`config.mk`:
```
export PLATFORM = sky130hd
export DESIGN_NAME = haar_cascade_sequencer
export DESIGN_NICKNAME = d
export VERILOG_FILES = /design/src/rtl/haar_pkg.sv /design/src/rtl/haar_cascade_sequencer_loader.sv /design/src/rtl/haar_cascade_sequencer.sv
export SDC_FILE = /design/constraint.sdc
export NUM_CORES = 1
export LEC_CHECK = 0
export BUFFER_PORTS_ARGS = -buffer_cell sky130_fd_sc_hd__buf_2
export CORE_ASPECT_RATIO = 2
export CORE_MARGIN = 5
export CORE_UTILIZATION = 55
export DETAILED_ROUTE_END_ITERATION = 8
export HOLD_SLACK_MARGIN = 0.06
export PLACE_DENSITY = 0.89
export SYNTH_ARGS = -nofsm -noshare
export SYNTH_HDL_FRONTEND = slang
export SYNTH_SLANG_ARGS = --single-unit
export TNS_END_PERCENT = 20
```
`constraint.sdc`:
```
create_clock -name clk -period 6.8 [get_ports clk]
set_input_delay 1.7 -clock clk [delete_from_list [all_inputs] [get_ports clk]]
set_output_delay 1.7 -clock clk [all_outputs]
set_load 0.02 [all_outputs]
```
`src/rtl/haar_pkg.sv`:
```
// Shared definitions for the Haar cascade sequencer: FSM states, memory
// layout sizes and the word positions inside one feature record.
package haar_pkg;

  typedef enum logic [2:0] {
    S_IDLE,
    S_HDR,
    S_LOAD,
    S_EVAL,
    S_CHECK,
    S_FINISH
  } state_t;

  localparam int REC_WORDS = 15;
  localparam int HDR_WORDS = 2;

  // Word order of a feature record as it sits in cascade memory
  localparam int W_A1    = 0;
  localparam int W_B1    = 1;
  localparam int W_C1    = 2;
  localparam int W_D1    = 3;
  localparam int W_A2    = 4;
  localparam int W_B2    = 5;
  localparam int W_C2    = 6;
  localparam int W_D2    = 7;
  localparam int W_A3    = 8;
  localparam int W_B3    = 9;
  localparam int W_C3    = 10;
  localparam int W_D3    = 11;
  localparam int W_THR   = 12;
  localparam int W_LEFT  = 13;
  localparam int W_RIGHT = 14;

endpackage

```
`src/rtl/haar_cascade_sequencer_loader.sv`:
```
// Feature record loader: counts returning memory words of a record and
// steers each one into its own output register. record_loaded marks the
// cycle in which the final (right leaf) word is being written.
module haar_record_loader
  import haar_pkg::*;
#(
  parameter int DATA_WIDTH = 8
) (
  input  logic                                  clk,
  input  logic                                  reset,
  input  logic [DATA_WIDTH-1:0]                 data,
  input  logic                                  data_vld,
  output logic [REC_WORDS-1:0][DATA_WIDTH-1:0]  words,
  output logic                                  record_loaded
);

  logic [3:0] word_cnt;

  assign record_loaded = data_vld && (word_cnt == 4'(REC_WORDS - 1));

  // Word counter and 15-way demux into the record registers
  always_ff @(posedge clk) begin
    if (reset) begin
      word_cnt <= '0;
      words    <= '0;
    end else if (data_vld) begin
      for (int k = 0; k < REC_WORDS; k++) begin
        if (word_cnt == 4'(k)) words[k] <= data;
      end
      word_cnt <= record_loaded ? 4'd0 : word_cnt + 4'd1;
    end
  end

endmodule

```
`src/rtl/haar_cascade_sequencer.sv`:
```
// Haar cascade sequencer for one detection window. Streams stage headers
// and feature records out of cascade memory, presents each feature to the
// combinational classifier, accumulates the returned haar values per stage
// and compares each stage sum against the stage threshold.
// Build option: define HAAR_EARLY_EXIT_EN to stop at the first failing
// stage; otherwise every stage is evaluated and latency is data-independent.
module haar_cascade_sequencer
  import haar_pkg::*;
#(
  parameter int DATA_WIDTH = 8,
  parameter int ADDR_WIDTH = 12,
  parameter int NUM_STAGES = 4,
  parameter int STAGE_W    = 4,
  parameter int ACC_WIDTH  = 16
) (
  input  logic                  clk,
  input  logic                  reset,
  input  logic                  i_start,
  output logic                  o_busy,
  output logic                  o_done,
  output logic                  o_face,
  output logic [STAGE_W-1:0]    o_fail_stage,
  output logic [ADDR_WIDTH-1:0] o_mem_addr,
  output logic                  o_mem_rd,
  input  logic [DATA_WIDTH-1:0] i_mem_data,
  output logic [DATA_WIDTH-1:0] o_rect_A_1,
  output logic [DATA_WIDTH-1:0] o_rect_B_1,
  output logic [DATA_WIDTH-1:0] o_rect_C_1,
  output logic [DATA_WIDTH-1:0] o_rect_D_1,
  output logic [DATA_WIDTH-1:0] o_rect_A_2,
  output logic [DATA_WIDTH-1:0] o_rect_B_2,
  output logic [DATA_WIDTH-1:0] o_rect_C_2,
  output logic [DATA_WIDTH-1:0] o_rect_D_2,
  output logic [DATA_WIDTH-1:0] o_rect_A_3,
  output logic [DATA_WIDTH-1:0] o_rect_B_3,
  output logic [DATA_WIDTH-1:0] o_rect_C_3,
  output logic [DATA_WIDTH-1:0] o_rect_D_3,
  output logic [DATA_WIDTH-1:0] o_threshold,
  output logic [DATA_WIDTH-1:0] o_left_word,
  output logic [DATA_WIDTH-1:0] o_right_word,
  input  logic [DATA_WIDTH-1:0] i_haarvalue
);

  state_t                 state, state_nxt;
  logic [1:0]             hdr_cnt;
  logic [3:0]             load_cnt;
  logic [DATA_WIDTH-1:0]  feat_cnt;
  logic [DATA_WIDTH-1:0]  feat_cnt_inc;
  logic [DATA_WIDTH-1:0]  n_feat;
  logic [DATA_WIDTH-1:0]  stage_thr;
  logic [ACC_WIDTH-1:0]   acc;
  logic [STAGE_W-1:0]     stage_idx;
  logic [STAGE_W-1:0]     fail_idx;
  logic                   failed;
  logic [ADDR_WIDTH-1:0]  addr;
  logic                   mem_rd;
  logic                   rd_vld_p1;
  logic                   rd_load_p1;
  logic                   record_loaded;
  logic                   stage_pass;
  logic                   last_stage;
  logic                   face_nxt;
  logic [STAGE_W-1:0]     fail_stage_nxt;
  logic [REC_WORDS-1:0][DATA_WIDTH-1:0] rec_words;

  // Saturating accumulate of one haar value into the stage sum
  function automatic logic [ACC_WIDTH-1:0] sat_add(input logic [ACC_WIDTH-1:0] a,
                                                   input logic [DATA_WIDTH-1:0] b);
    logic [ACC_WIDTH:0] sum;
    sum = {1'b0, a} + (ACC_WIDTH+1)'(b);
    return sum[ACC_WIDTH] ? '1 : sum[ACC_WIDTH-1:0];
  endfunction

  assign feat_cnt_inc   = feat_cnt + 1'b1;
  assign stage_pass     = acc > ACC_WIDTH'(stage_thr);
  assign last_stage     = (stage_idx == STAGE_W'(NUM_STAGES - 1));
  assign face_nxt       = !failed && stage_pass;
  assign fail_stage_nxt = failed ? fail_idx :
                          (!stage_pass ? stage_idx : STAGE_W'(NUM_STAGES));

  assign o_mem_rd   = mem_rd;
  assign o_mem_addr = addr;
  assign o_busy     = (state != S_IDLE) && (state != S_FINISH);
  assign o_done     = (state == S_FINISH);

  assign o_rect_A_1   = rec_words[W_A1];
  assign o_rect_B_1   = rec_words[W_B1];
  assign o_rect_C_1   = rec_words[W_C1];
  assign o_rect_D_1   = rec_words[W_D1];
  assign o_rect_A_2   = rec_words[W_A2];
  assign o_rect_B_2   = rec_words[W_B2];
  assign o_rect_C_2   = rec_words[W_C2];
  assign o_rect_D_2   = rec_words[W_D2];
  assign o_rect_A_3   = rec_words[W_A3];
  assign o_rect_B_3   = rec_words[W_B3];
  assign o_rect_C_3   = rec_words[W_C3];
  assign o_rect_D_3   = rec_words[W_D3];
  assign o_threshold  = rec_words[W_THR];
  assign o_left_word  = rec_words[W_LEFT];
  assign o_right_word = rec_words[W_RIGHT];

  haar_record_loader #(
    .DATA_WIDTH (DATA_WIDTH)
  ) u_loader (
    .clk           (clk),
    .reset         (reset),
    .data          (i_mem_data),
    .data_vld      (rd_load_p1),
    .words         (rec_words),
    .record_loaded (record_loaded)
  );

  // FSM state register
  always_ff @(posedge clk) begin
    if (reset) state <= S_IDLE;
    else       state <= state_nxt;
  end

  // Next-state and read strobe
  always_comb begin
    state_nxt = state;
    mem_rd    = 1'b0;
    case (state)
      S_IDLE: begin
        if (i_start) state_nxt = S_HDR;
      end
      S_HDR: begin
        mem_rd = (hdr_cnt < 2'(HDR_WORDS));
        if (hdr_cnt == 2'(HDR_WORDS))
          state_nxt = (n_feat == '0) ? S_CHECK : S_LOAD;
      end
      S_LOAD: begin
        mem_rd = (load_cnt < 4'(REC_WORDS));
        if (record_loaded) state_nxt = S_EVAL;
      end
      S_EVAL: begin
        state_nxt = (feat_cnt_inc == n_feat) ? S_CHECK : S_LOAD;
      end
      S_CHECK: begin
`ifdef HAAR_EARLY_EXIT_EN
        state_nxt = (last_stage || !stage_pass) ? S_FINISH : S_HDR;
`else
        state_nxt = last_stage ? S_FINISH : S_HDR;
`endif
      end
      S_FINISH: begin
        state_nxt = S_IDLE;
      end
      default: begin
        state_nxt = S_IDLE;
      end
    endcase
  end

  // Read pipeline: marks which cycles carry returning memory data
  always_ff @(posedge clk) begin
    if (reset) begin
      rd_vld_p1  <= 1'b0;
      rd_load_p1 <= 1'b0;
    end else begin
      rd_vld_p1  <= mem_rd;
      rd_load_p1 <= mem_rd && (state == S_LOAD);
    end
  end

  // Address, sequencing counters, header capture, accumulator and results
  always_ff @(posedge clk) begin
    if (reset) begin
      addr         <= '0;
      hdr_cnt      <= '0;
      load_cnt     <= '0;
      feat_cnt     <= '0;
      n_feat       <= '0;
      stage_thr    <= '0;
      acc          <= '0;
      stage_idx    <= '0;
      fail_idx     <= '0;
      failed       <= 1'b0;
      o_face       <= 1'b0;
      o_fail_stage <= '0;
    end else begin
      if (mem_rd) addr <= addr + 1'b1;

      hdr_cnt  <= (state == S_HDR)  ? hdr_cnt + 2'd1 : 2'd0;
      load_cnt <= (state == S_LOAD) ? ((load_cnt == 4'(REC_WORDS)) ? load_cnt : load_cnt + 4'd1)
                                    : 4'd0;

      case (state)
        S_IDLE: begin
          if (i_start) begin
            addr      <= '0;
            stage_idx <= '0;
            fail_idx  <= '0;
            failed    <= 1'b0;
            o_face    <= 1'b0;
          end
        end
        S_HDR: begin
          acc      <= '0;
          feat_cnt <= '0;
          if (rd_vld_p1 && hdr_cnt == 2'd1) n_feat    <= i_mem_data;
          if (rd_vld_p1 && hdr_cnt == 2'd2) stage_thr <= i_mem_data;
        end
        S_EVAL: begin
          acc      <= sat_add(acc, i_haarvalue);
          feat_cnt <= feat_cnt_inc;
        end
        S_CHECK: begin
          if (!stage_pass && !failed) begin
            failed   <= 1'b1;
            fail_idx <= stage_idx;
          end
          stage_idx <= stage_idx + 1'b1;
          if (state_nxt == S_FINISH) begin
            o_face       <= face_nxt;
            o_fail_stage <= fail_stage_nxt;
          end
        end
        default: begin
        end
      endcase
    end
  end

endmodule

```
==> metrics.txt <==
Yosys warnings=0; area growth from synthesis to layout=16.5%; Critical Path End=o_mem_rd; ys flop type=dfxtp_1; final worst path period share=0.588; final setup TNS=0 ns; slowest stage delay, CP=approximately 0.80 ns; pwr dens=237 nW/um^2; worst slew pin tran=approximately 1.0 ns; Avg WL per Cell=approximately 17 um; maximum clock frequency=250 MHz; Pleak=between 4 and 5 nW; min cycle time layout=4.00 ns; R2R setup slack=around 4.4 ns; CTS tree=done; Slew Viols, Final=0; EDFF count, synth=0; outcome=finished clean; Pint=between 1.5 and 2 mW; Residual DRC=0; initial antenna violation count=0; vias in the first global route=7862; hold path cells=2; RSZ-0062 raised after global routing=false; CP Cell Sequence=nand2b_1 > a2bb2oi_1 > nor2_4 > buf_2; Arr. time, crit path=2.30 ns; core footprint=around 15000 sq um; GPL Wtd Cong=just over 0.9; register area share after synthesis=0.470; Bufs on Longest Clock Path=3; power share of the clock group=0.462; VDD IR-drop max=about 0.00023 V; H-tree Lvls=1; global route total overflow=0; worst reg2reg path endpoint=acc[4]; total chip power=between 2 and 2.5 mW; clk_skew=0.00681 ns; CP Max Fanout=19; Synth Cell Area=roughly 8600 sq um; Die Width=just under 100 um; ys async rst share=0; Setup crit start=state[1]; CP max stage cell=dfxtp_1; # rows=64; Final Hold Fails=0; hold_buf cts=0; worst r2r src=acc[0]; Total Routed Length=approximately 23000 um; final setup vio count=0; Antenna diodes=0; Sw Share=0.221; syn_area_per_cell=approximately 8 sq um; gr usage total=0.248; Die H=around 190 um; Post-Syn Nets=1118; # IOs=~160; via count=around 7900; starting density of the core=0.559; number of nets in the layout=about 1200; Detailed Routing Iterations Pass 1=5; IO Port Bufs=158; Max Cap Viol=0; Detailed Route Iter0 Violations=~280; CTS buffer count=18; R2R depth=9; Synth Register Bits=~200; commonest non-fill, non-tap cells in the layout=308 x nand2_1, 201 x dfxtp_1, 157 x buf_2; DP HPWL=~17000 um; Post-Synthesis Cells=about 1100; post-CTS sizing=0; Crit path required time=slightly above 5 ns; sw power=approximately 0.52 mW; Skew-Pair Late Insertion Delay=around 0.48 ns; first-pass GRT wire length=38000 um; kind of critical path=reg2out; layout cells sized above 1=0.172; Min-Delay Path Class=reg2reg; vias per cell=~5.6; CP Capture Type=output pin; combinational fraction of design power=0.038; largest net degree at the start of global routing=between 90 and 100; die area=between 15000 and 20000 sq um; Synth cell types=slightly below 60; CP startpoint kind=register; Clock transition at path regs=approximately 0.07 ns; final antenna-violating net count=0; sequential group share of total power=0.501; number of setup buffers added after CTS=0; commonest non-fill, non-tap cell in the layout=nand2_1; CTS root buf=clkbuf_16; slew margin rel.=0.334; Clock Sinks=201
worst min-delay path by stage:
stage	start	end	slack (ns)
after floorplan	hdr_cnt[0]	hdr_cnt[0]	0.43
after global placement	u_loader.words[69]	u_loader.words[69]	0.44
after detailed placement	u_loader.words[107]	u_loader.words[107]	0.44
after CTS	u_loader.words[107]	u_loader.words[107]	0.45
after global routing	u_loader.words[64]	u_loader.words[64]	0.47
final	u_loader.words[107]	u_loader.words[107]	0.45
registers in the layout, indices dropped and copies added (netlist names):
name,cells
rd_vld_p1,1
failed,1
feat_cnt,8
u_loader.word_cnt,4
hdr_cnt,2
n_feat,8
o_mem_addr,12
stage_thr,8
o_fail_stage,4
u_loader.words,120
stage_idx,4
o_face,1
load_cnt,4
fail_idx,4
rd_load_p1,1
state,3
acc,16
cell usage after synthesis (3+ instances only):
| master | n | area share |
|---|---|---|
| nand2_1 | 308 | 0.14 |
| dfxtp_1 | 201 | 0.47 |
| a21oi_1 | 151 | 0.088 |
| nor2_1 | 72 | 0.032 |
| clkbuf_1 | 50 | 0.022 |
| ha_1 | 26 | 0.038 |
| o21ai_0 | 25 | 0.015 |
| mux2i_1 | 23 | 0.027 |
| nand3_1 | 22 | 0.013 |
| inv_1 | 20 | 0.0088 |
| and2_1 | 18 | 0.013 |
| nor3_1 | 14 | 0.0082 |
| xor2_1 | 14 | 0.014 |
| xnor2_1 | 10 | 0.010 |
| and3_1 | 9 | 0.0066 |
| nor4_1 | 9 | 0.0066 |
| a31oi_1 | 8 | 0.0058 |
| nand2b_1 | 7 | 0.0051 |
| a21o_1 | 6 | 0.0053 |
| buf_2 | 6 | 0.0035 |
| nand4_1 | 6 | 0.0044 |
| or2_2 | 6 | 0.0044 |
| a211oi_1 | 5 | 0.0044 |
| or3_1 | 5 | 0.0037 |
| nor2b_1 | 4 | 0.0029 |
| nor3b_1 | 3 | 0.0026 |
| o21a_1 | 3 | 0.0026 |
power groups by stage:
stage	Clock [mW]	Sequential [mW]	Combinational, mW
after CTS	1.11	1.18	0.0879
after global routing	1.16	1.18	0.0956
after detailed placement	0	1.21	0.0876
after floorplan	0	1.21	0.0612
after global placement	0	1.21	0.0861
final	1.09	1.18	0.0890
kinds of logic after synthesis:
logic type                 count (synthesis)  synth area share
and+or+nand+nor                          494             0.251
AOI/OAI and AO/OA                        220             0.144
DFF                                      201             0.470
buffers and inverters                     82            0.0415
adders and majority gates                 27            0.0404
xor gates and xnor gates                  25            0.0265
muxes                                     23            0.0269
critical path, delay by kind of cell (launching register included):
family | cells | cell delay [ns]
AO/OA/AOI/OAI | 1 | 0.49
AND/OR/NAND/NOR | 2 | 0.34
buffers and inverters | 1 | 0.19
flip-flops | 1 | 0.80
final cells by class:
type | count | area [sq um]
Sequential cell | 201 | 4020
Fill cell | 1278 | 5330
Multi-Input combinational cell | 789 | 4180
Tap cell | 198 | 248
Timing Repair Buffer | 160 | 808
Inverter | 20 | 75.1
Clock buffer | 22 | 497
Clock inverter | 10 | 138
metrics by stage:
| step | cells | hold WS, ns | setup WS [ns] | cell area, sq um | utilization |
|---|---|---|---|---|---|
| finish | 1400 | 0.450 | 2.80 | 9970 | 0.652 |
| global route | 1400 | 0.469 | 2.64 | 9970 | 0.652 |
| CTS | 1400 | 0.453 | 2.81 | 9970 | 0.652 |
| detailed placement | 1368 | 0.443 | 3.06 | 9330 | 0.610 |
| global placement | 1368 | 0.438 | 3.12 | 9330 | 0.610 |
| floorplan | 1072 | 0.432 | 3.42 | 8560 | - |
layer usage:
layer / share of wire / track usage / up-vias
li1: - / - / 3821
met2: 0.55 / 0.478 / 264
met3: 0.056 / 0.0486 / 87
met1: 0.34 / 0.244 / 3718
met4: 0.055 / 0.124 / 0
met5: 0 / 0 / -
Power figures use the tool's default switching activity.
